**src/rtl/dispatcher.sv**
```systemverilog
// Dispatcher: single-entry hold stage between the decoder and the RS/LSB/ROB.
// An accepted instruction waits in the hold register until the ROB and its
// target station (RS for ALU ops, LSB for loads/stores) have room. When it
// fires, it allocates a ROB entry, renames rd, resolves both source operands
// and drives a registered issue packet on the next edge.
//
// Ports:
//   clk, rst             clock, synchronous active-high reset
//   rdy                  global enable; low freezes all state
//   clear                flush; drops the held instruction and all strobes
//   inst_*               decoder handshake and instruction fields
//   rf_*                 regfile read addresses (comb), values/busy/tags in
//   rename_*             rd rename request toward the regfile
//   rob_*                ROB status, source-tag lookup and allocation
//   rs_full, lsb_full    station back-pressure
//   is_issue, lsb_issue  one-cycle issue strobes; issue_* shared payload
//   is_alu_ok/is_lsb_ok  CDB broadcasts used for same-cycle forwarding
module dispatcher (
  input  logic        clk,
  input  logic        rst,
  input  logic        rdy,
  input  logic        clear,
  // Decoder side
  input  logic        inst_valid,
  output logic        inst_ready,
  input  logic [5:0]  inst_opcode,
  input  logic [4:0]  inst_rd,
  input  logic [4:0]  inst_rs1,
  input  logic [4:0]  inst_rs2,
  input  logic        inst_use_rs1,
  input  logic        inst_use_rs2,
  input  logic        inst_wr_rd,
  input  logic        inst_is_ls,
  input  logic [31:0] inst_imm,
  input  logic [31:0] inst_pc,
  // Regfile side
  output logic [4:0]  rf_rs1,
  output logic [4:0]  rf_rs2,
  input  logic [31:0] rf_val1,
  input  logic [31:0] rf_val2,
  input  logic        rf_busy1,
  input  logic        rf_busy2,
  input  logic [3:0]  rf_tag1,
  input  logic [3:0]  rf_tag2,
  output logic        rename_en,
  output logic [4:0]  rename_rd,
  output logic [3:0]  rename_tag,
  // ROB side
  input  logic        rob_full,
  input  logic [3:0]  rob_tail,
  output logic [3:0]  rob_q1,
  output logic [3:0]  rob_q2,
  input  logic        rob_rdy1,
  input  logic        rob_rdy2,
  input  logic [31:0] rob_val1,
  input  logic [31:0] rob_val2,
  output logic        rob_alloc_en,
  output logic [5:0]  rob_opcode,
  output logic [4:0]  rob_rd,
  output logic [31:0] rob_pc,
  // RS / LSB side
  input  logic        rs_full,
  input  logic        lsb_full,
  output logic        is_issue,
  output logic        lsb_issue,
  output logic [5:0]  issue_opcode,
  output logic [3:0]  issue_rob_id,
  output logic [31:0] issue_Vi,
  output logic [31:0] issue_Vj,
  output logic [3:0]  issue_Qi,
  output logic [3:0]  issue_Qj,
  output logic        issue_Ri,
  output logic        issue_Rj,
  output logic [31:0] issue_imm,
  output logic [31:0] issue_pc,
  // Broadcast
  input  logic        is_alu_ok,
  input  logic        is_lsb_ok,
  input  logic [3:0]  rob_id_from_alu,
  input  logic [3:0]  rob_id_from_lsb,
  input  logic [31:0] res_from_alu,
  input  logic [31:0] res_from_lsb
);

  typedef enum logic [0:0] {StEmpty, StHeld} state_e;

  state_e      state_q, state_d;

  // Hold register fields
  logic [5:0]  hold_opcode_q, hold_opcode_d;
  logic [4:0]  hold_rd_q, hold_rd_d;
  logic [4:0]  hold_rs1_q, hold_rs1_d;
  logic [4:0]  hold_rs2_q, hold_rs2_d;
  logic        hold_use_rs1_q, hold_use_rs1_d;
  logic        hold_use_rs2_q, hold_use_rs2_d;
  logic        hold_wr_rd_q, hold_wr_rd_d;
  logic        hold_is_ls_q, hold_is_ls_d;
  logic [31:0] hold_imm_q, hold_imm_d;
  logic [31:0] hold_pc_q, hold_pc_d;

  // Registered outputs
  logic        is_issue_q, is_issue_d;
  logic        lsb_issue_q, lsb_issue_d;
  logic        rob_alloc_en_q, rob_alloc_en_d;
  logic        rename_en_q, rename_en_d;
  logic [4:0]  rename_rd_q, rename_rd_d;
  logic [3:0]  rename_tag_q, rename_tag_d;
  logic [5:0]  rob_opcode_q, rob_opcode_d;
  logic [4:0]  rob_rd_q, rob_rd_d;
  logic [31:0] rob_pc_q, rob_pc_d;
  logic [5:0]  issue_opcode_q, issue_opcode_d;
  logic [3:0]  issue_rob_id_q, issue_rob_id_d;
  logic [31:0] issue_vi_q, issue_vi_d;
  logic [31:0] issue_vj_q, issue_vj_d;
  logic [3:0]  issue_qi_q, issue_qi_d;
  logic [3:0]  issue_qj_q, issue_qj_d;
  logic        issue_ri_q, issue_ri_d;
  logic        issue_rj_q, issue_rj_d;
  logic [31:0] issue_imm_q, issue_imm_d;
  logic [31:0] issue_pc_q, issue_pc_d;

  logic        hold_valid;
  logic        target_full;
  logic        fire;
  logic        accept;
  logic [36:0] op1;
  logic [36:0] op2;

  // Returns {ready, tag, value}. Forwarding from the CDB covers a producer
  // completing in the very cycle the consumer fires.
  function automatic logic [36:0] resolve_op(
    input logic        use_rs,
    input logic [4:0]  rs,
    input logic        busy,
    input logic [31:0] rf_val,
    input logic [3:0]  tag,
    input logic        rob_ok,
    input logic [31:0] rob_val,
    input logic        alu_ok,
    input logic [3:0]  alu_id,
    input logic [31:0] alu_res,
    input logic        lsb_ok,
    input logic [3:0]  lsb_id,
    input logic [31:0] lsb_res
  );
    logic [36:0] res;
    if (!use_rs || rs == 5'd0) begin
      res = {1'b1, 4'd0, 32'd0};
    end else if (!busy) begin
      res = {1'b1, 4'd0, rf_val};
    end else if (alu_ok && alu_id == tag) begin
      res = {1'b1, 4'd0, alu_res};
    end else if (lsb_ok && lsb_id == tag) begin
      res = {1'b1, 4'd0, lsb_res};
    end else if (rob_ok) begin
      res = {1'b1, 4'd0, rob_val};
    end else begin
      res = {1'b0, tag, 32'd0};
    end
    return res;
  endfunction

  always_comb begin
    hold_valid  = (state_q == StHeld);
    target_full = hold_is_ls_q ? lsb_full : rs_full;
    fire        = hold_valid && rdy && !clear && !rob_full && !target_full;
    inst_ready  = !hold_valid || fire;
    accept      = inst_valid && inst_ready && rdy && !clear;
    op1 = resolve_op(hold_use_rs1_q, hold_rs1_q, rf_busy1, rf_val1, rf_tag1, rob_rdy1,
                     rob_val1, is_alu_ok, rob_id_from_alu, res_from_alu, is_lsb_ok,
                     rob_id_from_lsb, res_from_lsb);
    op2 = resolve_op(hold_use_rs2_q, hold_rs2_q, rf_busy2, rf_val2, rf_tag2, rob_rdy2,
                     rob_val2, is_alu_ok, rob_id_from_alu, res_from_alu, is_lsb_ok,
                     rob_id_from_lsb, res_from_lsb);
  end

  always_comb begin
    state_d        = state_q;
    hold_opcode_d  = hold_opcode_q;
    hold_rd_d      = hold_rd_q;
    hold_rs1_d     = hold_rs1_q;
    hold_rs2_d     = hold_rs2_q;
    hold_use_rs1_d = hold_use_rs1_q;
    hold_use_rs2_d = hold_use_rs2_q;
    hold_wr_rd_d   = hold_wr_rd_q;
    hold_is_ls_d   = hold_is_ls_q;
    hold_imm_d     = hold_imm_q;
    hold_pc_d      = hold_pc_q;
    is_issue_d     = is_issue_q;
    lsb_issue_d    = lsb_issue_q;
    rob_alloc_en_d = rob_alloc_en_q;
    rename_en_d    = rename_en_q;
    rename_rd_d    = rename_rd_q;
    rename_tag_d   = rename_tag_q;
    rob_opcode_d   = rob_opcode_q;
    rob_rd_d       = rob_rd_q;
    rob_pc_d       = rob_pc_q;
    issue_opcode_d = issue_opcode_q;
    issue_rob_id_d = issue_rob_id_q;
    issue_vi_d     = issue_vi_q;
    issue_vj_d     = issue_vj_q;
    issue_qi_d     = issue_qi_q;
    issue_qj_d     = issue_qj_q;
    issue_ri_d     = issue_ri_q;
    issue_rj_d     = issue_rj_q;
    issue_imm_d    = issue_imm_q;
    issue_pc_d     = issue_pc_q;

    if (clear) begin
      // Flush wins over the enable so a mispredict is never held off.
      state_d        = StEmpty;
      is_issue_d     = 1'b0;
      lsb_issue_d    = 1'b0;
      rob_alloc_en_d = 1'b0;
      rename_en_d    = 1'b0;
    end else if (rdy) begin
      is_issue_d     = fire && !hold_is_ls_q;
      lsb_issue_d    = fire && hold_is_ls_q;
      rob_alloc_en_d = fire;
      rename_en_d    = fire && hold_wr_rd_q && (hold_rd_q != 5'd0);

      if (fire) begin
        rename_rd_d    = hold_rd_q;
        rename_tag_d   = rob_tail;
        rob_opcode_d   = hold_opcode_q;
        rob_rd_d       = hold_rd_q;
        rob_pc_d       = hold_pc_q;
        issue_opcode_d = hold_opcode_q;
        issue_rob_id_d = rob_tail;
        issue_ri_d     = op1[36];
        issue_qi_d     = op1[35:32];
        issue_vi_d     = op1[31:0];
        issue_rj_d     = op2[36];
        issue_qj_d     = op2[35:32];
        issue_vj_d     = op2[31:0];
        issue_imm_d    = hold_imm_q;
        issue_pc_d     = hold_pc_q;
      end

      if (accept) begin
        state_d        = StHeld;
        hold_opcode_d  = inst_opcode;
        hold_rd_d      = inst_rd;
        hold_rs1_d     = inst_rs1;
        hold_rs2_d     = inst_rs2;
        hold_use_rs1_d = inst_use_rs1;
        hold_use_rs2_d = inst_use_rs2;
        hold_wr_rd_d   = inst_wr_rd;
        hold_is_ls_d   = inst_is_ls;
        hold_imm_d     = inst_imm;
        hold_pc_d      = inst_pc;
      end else if (fire) begin
        state_d = StEmpty;
      end
    end
  end

  always_ff @(posedge clk) begin
    if (rst) begin
      state_q        <= StEmpty;
      hold_opcode_q  <= '0;
      hold_rd_q      <= '0;
      hold_rs1_q     <= '0;
      hold_rs2_q     <= '0;
      hold_use_rs1_q <= 1'b0;
      hold_use_rs2_q <= 1'b0;
      hold_wr_rd_q   <= 1'b0;
      hold_is_ls_q   <= 1'b0;
      hold_imm_q     <= '0;
      hold_pc_q      <= '0;
      is_issue_q     <= 1'b0;
      lsb_issue_q    <= 1'b0;
      rob_alloc_en_q <= 1'b0;
      rename_en_q    <= 1'b0;
      rename_rd_q    <= '0;
      rename_tag_q   <= '0;
      rob_opcode_q   <= '0;
      rob_rd_q       <= '0;
      rob_pc_q       <= '0;
      issue_opcode_q <= '0;
      issue_rob_id_q <= '0;
      issue_vi_q     <= '0;
      issue_vj_q     <= '0;
      issue_qi_q     <= '0;
      issue_qj_q     <= '0;
      issue_ri_q     <= 1'b0;
      issue_rj_q     <= 1'b0;
      issue_imm_q    <= '0;
      issue_pc_q     <= '0;
    end else begin
      state_q        <= state_d;
      hold_opcode_q  <= hold_opcode_d;
      hold_rd_q      <= hold_rd_d;
      hold_rs1_q     <= hold_rs1_d;
      hold_rs2_q     <= hold_rs2_d;
      hold_use_rs1_q <= hold_use_rs1_d;
      hold_use_rs2_q <= hold_use_rs2_d;
      hold_wr_rd_q   <= hold_wr_rd_d;
      hold_is_ls_q   <= hold_is_ls_d;
      hold_imm_q     <= hold_imm_d;
      hold_pc_q      <= hold_pc_d;
      is_issue_q     <= is_issue_d;
      lsb_issue_q    <= lsb_issue_d;
      rob_alloc_en_q <= rob_alloc_en_d;
      rename_en_q    <= rename_en_d;
      rename_rd_q    <= rename_rd_d;
      rename_tag_q   <= rename_tag_d;
      rob_opcode_q   <= rob_opcode_d;
      rob_rd_q       <= rob_rd_d;
      rob_pc_q       <= rob_pc_d;
      issue_opcode_q <= issue_opcode_d;
      issue_rob_id_q <= issue_rob_id_d;
      issue_vi_q     <= issue_vi_d;
      issue_vj_q     <= issue_vj_d;
      issue_qi_q     <= issue_qi_d;
      issue_qj_q     <= issue_qj_d;
      issue_ri_q     <= issue_ri_d;
      issue_rj_q     <= issue_rj_d;
      issue_imm_q    <= issue_imm_d;
      issue_pc_q     <= issue_pc_d;
    end
  end

  assign rf_rs1       = hold_rs1_q;
  assign rf_rs2       = hold_rs2_q;
  assign rob_q1       = rf_tag1;
  assign rob_q2       = rf_tag2;
  assign is_issue     = is_issue_q;
  assign lsb_issue    = lsb_issue_q;
  assign rob_alloc_en = rob_alloc_en_q;
  assign rename_en    = rename_en_q;
  assign rename_rd    = rename_rd_q;
  assign rename_tag   = rename_tag_q;
  assign rob_opcode   = rob_opcode_q;
  assign rob_rd       = rob_rd_q;
  assign rob_pc       = rob_pc_q;
  assign issue_opcode = issue_opcode_q;
  assign issue_rob_id = issue_rob_id_q;
  assign issue_Vi     = issue_vi_q;
  assign issue_Vj     = issue_vj_q;
  assign issue_Qi     = issue_qi_q;
  assign issue_Qj     = issue_qj_q;
  assign issue_Ri     = issue_ri_q;
  assign issue_Rj     = issue_rj_q;
  assign issue_imm    = issue_imm_q;
  assign issue_pc     = issue_pc_q;

endmodule

```
**config.mk**
```make
export PLATFORM = sky130hd
export DESIGN_NAME = dispatcher
export DESIGN_NICKNAME = d
export VERILOG_FILES = /design/src/rtl/dispatcher.sv
export SDC_FILE = /design/constraint.sdc
export NUM_CORES = 1
export LEC_CHECK = 0
export BUFFER_PORTS_ARGS = -buffer_cell sky130_fd_sc_hd__buf_2
export CAP_MARGIN = 10
export CORE_MARGIN = 5
export CORE_UTILIZATION = 25
export CTS_CLUSTER_SIZE = 40
export DETAILED_ROUTE_END_ITERATION = 12
export MAX_ROUTING_LAYER = met4
export PLACE_DENSITY_LB_ADDON = 0.2
export SYNTH_ARGS = -nofsm -noshare
export SYNTH_HDL_FRONTEND = slang
export SYNTH_SLANG_ARGS = --single-unit
```
**constraint.sdc**
```tcl
create_clock -name clk -period 4.2 [get_ports clk]
set_input_delay 0.42 -clock clk [delete_from_list [all_inputs] [get_ports clk]]
set_output_delay 0.42 -clock clk [all_outputs]
set_load 0.005 [all_outputs]
```
# == Word level (Yosys, flattened, before mapping) ==
# Cells that the tools add are included.
# op_classes
eq_ne,4
muxes,13
n_bitwise,1
reduce_logical,33
# op_table
operator,n
2-to-1 mux 37 bit,10
== test 4 bit,4
logical AND 1 bit,15
logical NOT 5 bit,2
logical NOT 1 bit,7
AND reduction 3 bit,2
nonzero test 5 bit,1
logical OR 1 bit,3
2-to-1 mux 1 bit,3
AND reduction 2 bit,1
nonzero test 2 bit,1
OR reduction 2 bit,1
NOT 1 bit,1
# word_totals
reg_bits,247
input_bits,315
output_inout_bits,223
wordCells,77

# == Depth between registers and ports, before layout ==
# Gate-level depths: netlist of run 1.
# logic_depth
ltp_word,10
ltp_mapped,9
ltp_nobuf,5

# == Least setup slack after synthesis of run 1 ==
# OpenSTA, ideal clock, no wires.
# synth_timing
kind,input -> register
from,input rob_id_from_alu[1]
to,register issue_vi_q[12] (netlist: issue_Vi[12])
setup_time_ps,122
arrival_ps,1896
required_ps,4078
slack_ps,2182
stages,6
path_buffers,1
path_cell_list,xor2_1 nor4_4 nand2_1 clkbuf_1 mux2_2 a221o_1
# synth_via
elab_chain_len,5
# synth_lines
element,line,text
"start, declared",79,"input logic [3:0] rob_id_from_alu,"
== test 4 bit,151,end else if (alu_ok && alu_id == tag) begin
logical AND 1 bit,151,
2-to-1 mux 37 bit,151,
2-to-1 mux 37 bit,149,end else if (!busy) begin
2-to-1 mux 37 bit,147,if (!use_rs || rs == 5'd0) begin
"end signal, assigned",313,issue_vi_q <= issue_vi_d;
"end, declared",113,"logic [31:0] issue_vi_q, issue_vi_d;"
# No other way between the ends.
# A chain may end at the register's enable or synchronous reset.

# == Final worst setup path of run 1 ==
# layout_timing
from,register state_q (netlist: hold_valid)
to,register issue_imm_q[27] (netlist: issue_imm[27])
# layout_via
elab_chain_len,5
# layout_lines
element,line,text
"start, declared",87,"state_e state_q, state_d;"
"start signal, assigned",260,state_q <= StEmpty;
"start signal, assigned",291,state_q <= state_d;
logical AND 1 bit (4 in a row),166,fire = hold_valid && rdy && !clear && !rob_full && !target_full;
AND reduction 3 bit (no line),-,
"end signal, assigned",319,issue_imm_q <= issue_imm_d;
"end, declared",119,"logic [31:0] issue_imm_q, issue_imm_d;"
# No other way between the ends.

==> results.yml, run 1 <==
status:
  status: "finished clean"
timing:
  fin_setup_tns_ns: 0
  tightest_slew_ns: 1.16
  relSlewSlack_pct: 22.7
  hold_violations: 0
  fin_ws_ns: 1.53
  period_minus_slack_ns: 2.67
  setup_violations: 0
  finalMaxSlewViolations: 0
  rsz0062_at_grt: "no"
  fin_skew_ns: 0.00960
  fin_crit_sh_pct: 63.6
  max_freq_mhz: 374
power:
  intPower_mw: 4.18
  switchingPower_mw: 1.31
  leakage_nw: 6.83
  power.density_nw_per_um2: 367
  peakVddDrop_mv: 0.277
  p_seq_share_pct: 43.5
  pwr-share-clk_pct: 48.0
  p_comb_share_pct: 8.5
  power_switching_share_pct: 23.8
placed_design:
  place_ws_ns: 1.25
  io_buffers: 537
  hpwlAfterDp_mm: 35.4
  gp_congestion: 0.847
clock_tree:
  cts_setup_buffers: 0
  ctsResizeCount: 0
  path_clk_slew_ns: 0.06
  cts_root_buffer: "clkbuf_16"
  cts-htree-levels: 1
  clock_sinks: 247
  clk_latency_ns: 0.55
  clockBufferDepth: 3
  cts_tree: "built"
  cts_hold_buf: 0
  cts_buffers: 29
worst_setup_path:
  cp-end-kind: "flip-flop"
  crit_fanout: 73
  path_class: "flip-flop to flip-flop"
  worstPathRequired_ns: 4.66
  start_kind: "flip-flop"
  worstPathArrival_ns: 3.14
detailed_routing:
  drt-vias-per-instance: 4.81
  drt_iter0_markers: 779
  totalWireLength_mm: 49.1
  routedWlPerCell_um: 20.1
  via_count: 11752
  drcViolationCount: 0
  drt_first_pass_iters: 5
  ant_nets: 0
cells_and_area:
  nFillCells: 4806
  fin_nets: 2125
  drive_gt1_share_pct: 35.3
  area_growth_pct: 34.5
logic_synthesis:
  yosysSeqAreaShare_pct: 44.4
  ys_ff_latch: 247
  ys.flop_type: "dfxtp_1"
  yosys_warnings: 0
  synth_cell_types: 56
  synth_edf_count: 0
  syn-num-nets: 1709
  netlist_area_um2: 11100
  synthArstFlopShare_pct: 0
  syn_area_per_cell_um2: 7.98
  syn_inst: 1394
floorplan:
  dieArea_um2: 48800
  die_h_um: 221
  rows: 77
  dieWidth_um: 221
  start_util_pct: 25.2
  io_pins: 538
  coreArea_um2: 44100
job:
  cap_viol_max_count: 0
global_route:
  grt_pass1_wl_mm: 73.0
  first_global_vias: 11643
  grt_max_degree: 205
  track_usage_pct: 19.3
  antenna_found_initial: 18
  grt_overflow: 0
hold_path:
  hp-class: "input pin to flip-flop"
-- logic make-up (layout without fill, tap and decap cells) --
family                 Yosys count  after routing  synth area share (%)
other                            0             17                     0
flip-flops                     247            247                  44.4
XOR/XNOR                        13             13                  1.02
multiplexers                    32             32                  3.10
AO/OA/AOI/OAI                  398            398                  24.0
buffers and inverters          176            615                  8.03
AND/OR/NAND/NOR                528            528                  19.4
-- path summary, 6_finish.rpt --
check,to,slack [ns],startpoint,depth (start not counted)
setup / recovery,issue_imm[27],1.53,hold_valid,6
hold / removal,issue_Vi[16],0.09,rob_val1[16],2
setup reg to reg,issue_imm[27],1.53,hold_valid,6
hold reg to reg,issue_Qi[0],0.43,issue_Qi[0],2
-- placed cells by master, fill, tap and decap left out, types with 3 or more instances in the layout --
master	synthesis	routed
a21o_1	30	30
a21oi_1	194	194
a221o_1	20	20
a22o_1	30	30
a2bb2oi_1	22	22
a32o_1	4	4
and3_1	3	3
buf_12	0	3
buf_2	21	536
buf_4	55	16
clkbuf_1	87	4
clkbuf_16	0	29
clkbuf_8	0	13
clkinv_2	0	5
dfxtp_1	247	247
diode_2	0	17
inv_1	4	4
mux2_2	20	20
mux2i_1	12	11
nand2_1	446	444
nand2b_1	6	6
nand3_1	33	33
nand4b_1	4	4
nor2_1	7	5
nor3_1	14	12
o21a_1	31	31
o21ai_0	16	15
o221ai_1	30	30
xor2_1	11	11
-- worst max-delay path, stage by stage (launching register included) --
cell and delay, ns:
dfxtp_1 0.36, and4bb_1 0.38, nand2_4 0.29, buf_4 0.42, buf_4 0.72, nand2_1 0.13, a21oi_1 0.16
-- sequential cells by signal (all words and copies together), names as in the netlist, 4 cells and up --
signal         flops
rob_rd             5
hold_pc_q         32
issue_opcode       6
issue_rob_id       4
issue_pc          32
issue_Qi           4
hold_opcode_q      6
hold_rd_q          5
issue_imm         32
rf_rs1             5
rf_rs2             5
hold_imm_q        32
issue_Vi          32
issue_Qj           4
issue_Vj          32
-- per-stage QoR --
stage	hold WS (ns)	utilization [%]	area (um2)	cells	power, mW
after floorplan	0.432	-	11100	1394	2.65
final	0.0858	33.9	15000	2442	5.49
after global placement	0.427	31.5	13900	2371	2.91
after CTS	0.0453	33.8	14900	2425	5.58
after detailed placement	0.428	31.5	13900	2371	2.91
after global routing	0.0662	33.9	15000	2440	5.73
-- power groups by stage --
| stage | Sequential, mW | Combinational, mW | Clock (mW) |
|---|---|---|---|
| finish | 2.39 | 0.466 | 2.63 |
| global placement | 2.44 | 0.466 | 0 |
| detailed placement | 2.44 | 0.467 | 0 |
| floorplan | 2.44 | 0.211 | 0 |
| global route | 2.39 | 0.508 | 2.83 |
| CTS | 2.39 | 0.469 | 2.72 |
-- layer usage --
metal  vias to the layer above  share of wire, %  GRT usage, %
li1                       5622                 -             -
met1                      5558                42          23.2
met2                       494                48          32.2
met3                        78               8.0          5.21
met4                         0               2.5          5.12
met5                         -                 0             -
-- Yosys cell counts (3+ instances only) --
cell type | number | share of area, %
o221ai_1 | 30 | 2.4
clkbuf_1 | 87 | 2.9
nand4b_1 | 4 | 0.31
mux2_2 | 20 | 2.0
xor2_1 | 11 | 0.87
dfxtp_1 | 247 | 44
o21ai_0 | 16 | 0.72
nand2b_1 | 6 | 0.34
a221o_1 | 20 | 1.8
nor2_1 | 7 | 0.24
a32o_1 | 4 | 0.36
nand3_1 | 33 | 1.5
nand2_1 | 446 | 15
a21o_1 | 30 | 2.0
nor3_1 | 14 | 0.63
a2bb2oi_1 | 22 | 1.7
a22o_1 | 30 | 2.4
o21a_1 | 31 | 2.1
mux2i_1 | 12 | 1.1
buf_2 | 21 | 0.94
and3_1 | 3 | 0.17
buf_4 | 55 | 3.7
a21oi_1 | 194 | 8.7
buf_1 | 8 | 0.27
inv_1 | 4 | 0.13
-- area by class of cell --
class                      instances  area (um2)  share of cell area, %
multi-input combinational        971        5330                   35.6
sequential                       247        4940                   33.0
inverter                           5        18.8                  0.125
clock buffer                      46         920                   6.14
timing repair buffer             556        2870                   19.2
antenna                           17        42.5                  0.284
clock inverter                     8        93.8                  0.627
tap                              592         741                   4.95
Note: power is estimated with default switching activity, not from simulation.
==> run 2, diff against run 1 <==
==> constraint.sdc (replaced) <==
create_clock -name clk -period 2.6 [get_ports clk]
set_input_delay 0.26 -clock clk [delete_from_list [all_inputs] [get_ports clk]]
set_output_delay 0.26 -clock clk [all_outputs]
set_load 0.005 [all_outputs]
==> results.yml, run 2 (same netlist as run 1, synthesis figures left out) <==
status:
  status: "finished clean"
timing:
  fin_setup_tns_ns: 0
  hold_violations: 0
  fin_crit_sh_pct: 87.9
  fin_skew_ns: 0.0169
  fin_ws_ns: 0.314
  rsz0062_at_grt: "no"
  setup_violations: 0
  max_freq_mhz: 437
  relSlewSlack_pct: 45.1
  finalMaxSlewViolations: 0
  tightest_slew_ns: 0.823
  period_minus_slack_ns: 2.29
worst_setup_path:
  cp_cell_sequence: "or4_4 -> o211ai_2 -> nor2_2 -> and3_1 -> buf_4 -> a221o_1"
  start_kind: "flip-flop"
  rrSetupSlack_ns: 0.31
  cp-endpoint: "issue_Vi[7]"
  cp-startpoint: "rf_rs1[0]"
  max_stage_delay_ns: 0.55
  worstPathRequired_ns: 3.05
  cp_slowest_cell: "or4_4"
  path_class: "flip-flop to flip-flop"
  rr_worst_depth: 6
  cp-end-kind: "flip-flop"
  rr_startpoint: "rf_rs1[0]"
  worstPathArrival_ns: 2.74
  crit_fanout: 20
  rr_endpoint: "issue_Vi[7]"
floorplan:
  dieWidth_um: 221
  rows: 77
  die_h_um: 221
  coreArea_um2: 44100
  start_util_pct: 25.2
  dieArea_um2: 48800
  io_pins: 538
power:
  switchingPower_mw: 2.24
  p_seq_share_pct: 42.7
  intPower_mw: 6.79
  leakage_nw: 7.52
  power.density_nw_per_um2: 543
  power_switching_share_pct: 24.8
  peakVddDrop_mv: 0.544
  p_comb_share_pct: 10.6
  pwr-share-clk_pct: 46.7
job:
  cap_viol_max_count: 0
detailed_routing:
  totalWireLength_mm: 50.2
  drcViolationCount: 0
  drt_first_pass_iters: 5
  ant_nets: 0
  drt-vias-per-instance: 4.74
  drt_iter0_markers: 659
  via_count: 12342
  routedWlPerCell_um: 19.3
clock_tree:
  cts_buffers: 30
  cts_tree: "built"
  cts-htree-levels: 1
  clockBufferDepth: 3
  clk_latency_ns: 0.57
  clock_sinks: 247
  cts_root_buffer: "clkbuf_16"
  cts_setup_buffers: 0
  path_clk_slew_ns: 0.06
placed_design:
  hpwlAfterDp_mm: 35.8
  place_ws_ns: 0.0718
  gp_congestion: 0.875
  io_buffers: 537
global_route:
  grt_overflow: 0
  grt_max_degree: 152
  grt_pass1_wl_mm: 76.4
  track_usage_pct: 20.0
  antenna_found_initial: 12
  first_global_vias: 12651
cells_and_area:
  area_growth_pct: 49.6
  fin_nets: 2291
  nFillCells: 4661
  final_cell_mix: "buf_2, nand2_1, dfxtp_1"
  layout_commonest_cell: "buf_2"
  drive_gt1_share_pct: 32.8
hold_path:
  hp-class: "input pin to flip-flop"
[run 2: worst min path at each step]
stage,from,endpoint,slack [ns],cells after the start
2_1_floorplan,rf_val2[8],issue_Vj[8],0.39,2
3_3_place_gp,issue_Qi[0],issue_Qi[0],0.43,2
3_5_place_dp,issue_Qi[0],issue_Qi[0],0.43,2
4_1_cts,rf_tag1[2],issue_Qi[2],0.0004,3
5_1_grt,rf_tag2[3],issue_Qj[3],0.009,2
6_report,res_from_lsb[11],issue_Vi[11],0.02,3
[run 2: worst max-delay path, delay by kind of cell, from the launching register on]
family                 cells  cell delay, ns
buffers and inverters      1            0.23
flip-flops                 1            0.32
AND/OR/NAND/NOR            3            0.91
AO/OA/AOI/OAI              2            0.70
[run 2: through the flow]
step / hold slack [ns] / total power, mW / std cells / utilization [%] / area [um2]
final: 0.0173 / 9.03 / 2604 / 37.7 / 16600
after global routing: 0.00904 / 9.42 / 2604 / 37.7 / 16600
after CTS: 0.000394 / 9.18 / 2592 / 37.6 / 16600
after detailed placement: 0.433 / 4.72 / 2379 / 31.8 / 14000
after global placement: 0.426 / 4.71 / 2379 / 31.8 / 14000
after floorplan: 0.391 / 4.28 / 1394 / - / 11100
[run 2: routing by layer]
layer	wire (um)	up-vias	global-route usage, %
met2	25100	487	35.0
met1	20600	5862	23.4
li1	-	5926	-
met4	1110	0	4.62
met5	0	-	-
met3	3500	67	4.64
[run 2: power by group through the flow]
stage / combinational [mW] / sequential [mW] / clock (mW)
3_5_place_dp: 0.773 / 3.94 / 0
2_1_floorplan: 0.341 / 3.94 / 0
5_1_grt: 1.05 / 3.86 / 4.51
6_report: 0.958 / 3.86 / 4.22
4_1_cts: 0.966 / 3.86 / 4.35
3_3_place_gp: 0.772 / 3.94 / 0
[run 2: repair_timing]
| item | 4_1_cts | 5_1_grt |
|---|---|---|
| endpoints found under the hold margin | 146 | 0 |
| endpoints found under the setup margin | 0 | 64 |
| gates resized for setup | 0 | 2 |
| hold buffers | 157 | 0 |
[run 2: cell type report]
type / count / area [um2] / share of cell area, %
diodes: 12 / 30.0 / 0.180
clock buffers: 45 / 897 / 5.39
clock inverters: 11 / 103 / 0.616
inverters: 5 / 18.8 / 0.113
multi-input cells: 971 / 5340 / 32.1
flip-flops and latches: 247 / 4940 / 29.7
well taps: 592 / 741 / 4.45
repair buffers: 721 / 4570 / 27.4
